[config.mk]
export PLATFORM = sky130hd
export DESIGN_NAME = sr_flag_bank
export DESIGN_NICKNAME = d
export VERILOG_FILES = /design/src/rtl/sr_flag_bank.sv
export SDC_FILE = /design/constraint.sdc
export NUM_CORES = 1
export LEC_CHECK = 0
export CAP_MARGIN = 20
export CORE_MARGIN = 4
export CORE_UTILIZATION = 25
export DETAILED_ROUTE_END_ITERATION = 10
export RECOVER_POWER = 25
export REMOVE_ABC_BUFFERS = 1
export SLEW_MARGIN = 10
export SYNTH_ARGS = -nofsm -noshare
export SYNTH_HDL_FRONTEND = slang
export SYNTH_SLANG_ARGS = --single-unit
export TNS_END_PERCENT = 20
[constraint.sdc]
create_clock -name clk -period 2.2 [get_ports clk]
set_clock_uncertainty 0.1 [all_clocks]
set_input_delay 0.44 -clock clk [delete_from_list [all_inputs] [get_ports clk]]
set_output_delay 0.44 -clock clk [all_outputs]
set_load 0.02 [all_outputs]
[src/rtl/sr_flag_bank.sv]
// rtl/sr_flag_bank.sv - multi-channel set/reset flag bank
// Per-channel flags with set/reset priority, optional edge set, auto-clear hold timer and first-set capture.
module sr_flag_bank #(
  parameter int N_CH         = 4,
  parameter int SET_DOMINANT = 1,
  parameter int EDGE_SET     = 0,
  parameter int HOLD_CYCLES  = 0,
  localparam int CW = $clog2(N_CH + 1),
  localparam int IW = (N_CH > 1) ? $clog2(N_CH) : 1
) (
  input  logic            clk,
  input  logic            rst,
  input  logic [N_CH-1:0] set,
  input  logic [N_CH-1:0] reset,
  input  logic            clear_all,
  output logic [N_CH-1:0] out,
  output logic [N_CH-1:0] expired,
  output logic            any,
  output logic [CW-1:0]   count,
  output logic [IW-1:0]   first_idx,
  output logic            first_valid
);

  logic [N_CH-1:0] set_d;
  logic [N_CH-1:0] set_eff;
  logic [N_CH-1:0] win_set;
  logic [N_CH-1:0] win_rst;
  logic [N_CH-1:0] tmo_raw;
  logic [N_CH-1:0] out_nxt;
  logic [N_CH-1:0] rises;
  logic [IW-1:0]   first_lo;

  assign set_eff = (EDGE_SET != 0) ? (set & ~set_d) : set;
  assign win_set = (SET_DOMINANT != 0) ? set_eff : (set_eff & ~reset);
  assign win_rst = reset & ~win_set;
  // A winning set beats a pending timeout; an explicit reset or timeout clears.
  assign out_nxt = (out & ~win_rst & ~tmo_raw) | win_set;
  assign rises   = out_nxt & ~out;

  always_comb begin
    first_lo = '0;
    for (int i = N_CH - 1; i >= 0; i--) begin
      if (rises[i]) first_lo = IW'(i);
    end
  end

  always_ff @(posedge clk) begin
    if (rst) begin
      out         <= '0;
      set_d       <= '0;
      first_idx   <= '0;
      first_valid <= 1'b0;
    end else begin
      set_d <= set;
      if (clear_all) begin
        out         <= '0;
        first_idx   <= '0;
        first_valid <= 1'b0;
      end else begin
        out <= out_nxt;
        if (!first_valid && (|rises)) begin
          first_idx   <= first_lo;
          first_valid <= 1'b1;
        end
      end
    end
  end

  generate
    if (HOLD_CYCLES > 0) begin : g_hold
      localparam int TW = $clog2(HOLD_CYCLES + 1);
      logic [N_CH-1:0][TW-1:0] timer;
      logic [N_CH-1:0]         expired_q;

      always_comb begin
        tmo_raw = '0;
        for (int i = 0; i < N_CH; i++) begin
          tmo_raw[i] = out[i] && (timer[i] == TW'(1));
        end
      end

      always_ff @(posedge clk) begin
        if (rst || clear_all) begin
          timer     <= '0;
          expired_q <= '0;
        end else begin
          expired_q <= tmo_raw & ~win_set & ~win_rst;
          for (int i = 0; i < N_CH; i++) begin
            if (win_set[i])
              timer[i] <= TW'(HOLD_CYCLES);
            else if (win_rst[i])
              timer[i] <= '0;
            else if (out[i] && (timer[i] != '0))
              timer[i] <= timer[i] - TW'(1);
          end
        end
      end

      assign expired = expired_q;
    end else begin : g_no_hold
      assign tmo_raw = '0;
      assign expired = '0;
    end
  endgenerate

  assign any = |out;

  always_comb begin
    count = '0;
    for (int i = 0; i < N_CH; i++) begin
      count = count + CW'(out[i]);
    end
  end

endmodule

==> summary.md <==
| Metric | Value |
|---|---|
| Outcome | finished, violations left |
| Failing checks | setup timing |
| Ys flop type | dfxtp_1 |
| Total negative slack | -0.05471 ns |
| CTS Sinks | 7 |
| Syn Area/Cell | 8.074 um^2 |
| Vias in the first global route | 381 |
| Tot Pwr | 0.3651 mW |
| CTS tree | built |
| Post-CTS Hold Fix Bufs | 0 |
| Synth top area cells | dfxtp_1 (33%), ha_1 (8.8%), inv_1 (8.8%) |
| Dpl hpwl | 753.4 um |
| Root buffer cell | clkbuf_4 |
| Inserted Clock Buffers | 3 |
| Sequential fraction of the synthesis area | 0.3275 |
| Total I/O pin count | 26 |
| Hold Path Origin | first_idx[0]$_SDFFE_PP0P_ |
| Largest net degree at the start of global routing | 6 |
| CP arrival | 1.71 ns |
| Min-delay worst type | flop to flop |
| Post-Place Worst Slack | -0.3305 ns |
| Initial antenna violation count | 0 |
| ANT nets after route | 0 |
| DR iter-0 viols | 3 |
| Area fraction of the dominant cell type after synthesis | 0.3275 |
| Standard-cell rows | 14 |
| H-tree depth | 1 |
| Layout Utilization | 0.4687 |
| Crit end category | primary output |
| Crit-path max FO | 2 |
| Max Root-Sink Buffers | 2 |
| Via Count | 403 |
| Final Critical Period | 2.255 ns |
| Diode count | 0 |
| Core Area | 0.001559 mm^2 |
| Reg clk slew, reported paths | 0.05 ns |
| Maximum vdd drop | 0.2193 mV |
| Top cells by count, synth | inv_1 (10), nor2_1 (8), dfxtp_1 (7), a21oi_1 (5), buf_4 (4) |
| CP max stage delay | 0.54 ns |
| Clock power frac | 0.318 |
| DIE AREA | 0.002437 mm^2 |
| Gr usage total | 0.08376 |
| Post-Layout Inst Area | 730.7 um^2 |
| Non-Filler Instances | 98 |
| Max-cap violations | 0 |
| Die W | 49.37 um |
| Sw Share | 0.2888 |
| Post-synth EDFFs | 0 |
| Max frequency | 0.4435 GHz |
| Placed insts | 94 |
| CP Class | flop to primary output |
| CP Data Required Time | 1.66 ns |
| Synth unique cells | 19 |
| Leading area contributor after synthesis | dfxtp_1 |
| Fin. max-slew vios | 0 |
| Flop2flop setup slack | 0.81 ns |
| Unrepaired setup endpoints after global routing | yes |
| Startpoint Class | flop |
| Power Dens Cells | 499.7 mW/mm^2 |
| Hold Worst Slack | 0.3691 ns |
| Int Pwr | 0.2597 mW |
| Synth async-reset ratio | 0 |
| Buffers on Ports | 21 |
| First-pass DRT Iterations | 2 |
| Area growth from synthesis to layout | 70.76% |
| Worst Setup Slack, final | -0.05471 ns |
| Switching Power | 0.1055 mW |
| Placed inst area | 679.4 um^2 |
| Setup violation total in the final timing report | 1 |
| WL final | 935 um |
| Ratio of cells with drive above 1 in the final layout | 0.2805 |
| Critical R2R Launch | out[3]$_SDFF_PP0_ |
| Destination of the worst hold path | first_idx[0]$_SDFFE_PP0P_ |
| Fin nets | 98 |
| Grt total ovfl | 0 |
| Comb pwr share | 0.304 |
| Crit path max-delay cell type | fa_1 |
| Clk_lat worst skew | 0.25 ns |
| Leakage | 0.3311 nW |
| Wire per inst | 9.541 um |
| RR Endpoint | first_idx[0]$_SDFFE_PP0P_ |
| Final hold vios | 0 |
| DRC | 0 |
| Most instantiated library cell after synthesis | inv_1 |
| Synthesized flop and latch total | 7 |
| Register share of total power | 0.379 |
| Synth Cell Area | 427.9 um^2 |
| Die height | 49.37 um |
| Ratio of final minimum period to clock period | 1.025 |
| First-pass GRT wire length | 1538 um |
| Routability congestion estimate | 0.6931 |
| Vias per cell | 4.112 |
| Worst reg2reg path depth | 5 |
| Initial Util | 0.2745 |
| Hold path cells | 2 |
| Fill cell count | 151 |
| Crit path cell chain | inv_2, fa_1, inv_2, ha_4, ha_4, buf_6 |
| Synthesized netlist cell count | 53 |
| YS warnings | 0 |
-- how the worst max path moves through the flow --
stage	cells past startpoint	to	start	slack, ns
3_5_place_dp	6	count[1]	out[0]$_SDFF_PP0_	-0.33
2_1_floorplan	5	count[1]	out[0]$_SDFF_PP0_	-0.002
3_3_place_gp	6	count[1]	out[0]$_SDFF_PP0_	-0.29
6_report	6	count[1]	out[3]$_SDFF_PP0_	-0.05
5_1_grt	6	count[1]	out[3]$_SDFF_PP0_	-0.13
4_1_cts	6	count[1]	out[0]$_SDFF_PP0_	-0.07
-- critical path, delay by kind of cell (launching register included) --
family                     cells  cell delay (ns)
adders and majority gates      3             0.94
buffers and inverters          3             0.20
DFF                            1             0.33
-- what timing repair did --
action,CTS,global route
resized for setup,20,7
pin swaps,1,1
buffers inserted,0,0
endpoints found under the setup margin,3,4
-- placed cells by master (no fill, tap or decap), drive strengths merged, types with 2 or more instances in the layout --
master          n
dfxtp           7
conb            4
buf             8
a21oi           6
clkbuf          5
ha              3
clkdlybuf4s50  17
nor2b           3
nand2           2
nor2            8
inv            10
-- state kept, by name (all words and copies together), names as in the netlist --
signal	count
first_idx	2
first_valid	1
out	4
-- cell families after synthesis --
kind of cell               synth area share
DFF                                  0.3275
AOI/OAI and AO/OA                    0.1374
adders and majority gates            0.1345
muxes                               0.02339
other                              0.008764
buffers and inverters                0.1696
and+or+nand+nor                      0.1989
-- per-layer routing --
metal  global-route usage  up-vias  wire length (um)
met5                    0        -                 0
met4              0.04147        0                10
met3              0.03364        2                93
met2               0.1362       20               398
met1              0.09410      167               433
li1                     -      214                 -
-- final cells by class --
class                           instances  area [um^2]  area share
Timing Repair Buffer                   27        251.5      0.3442
Inverter                               10        37.54     0.05137
Multi-Input combinational cell         34        251.5      0.3442
Sequential cell                         7        143.9      0.1969
Clock buffer                            4        26.28     0.03596
Tap cell                               16        20.02     0.02740
-- power groups by stage --
stage | clock [mW] | combinational (mW) | sequential, mW
after detailed placement | 0 | 0.109 | 0.140
after floorplan | 0 | 0.0472 | 0.147
after global routing | 0.129 | 0.121 | 0.139
final | 0.116 | 0.111 | 0.138
after global placement | 0 | 0.108 | 0.140
after CTS | 0.120 | 0.108 | 0.137
Power figures use the tool's default switching activity.
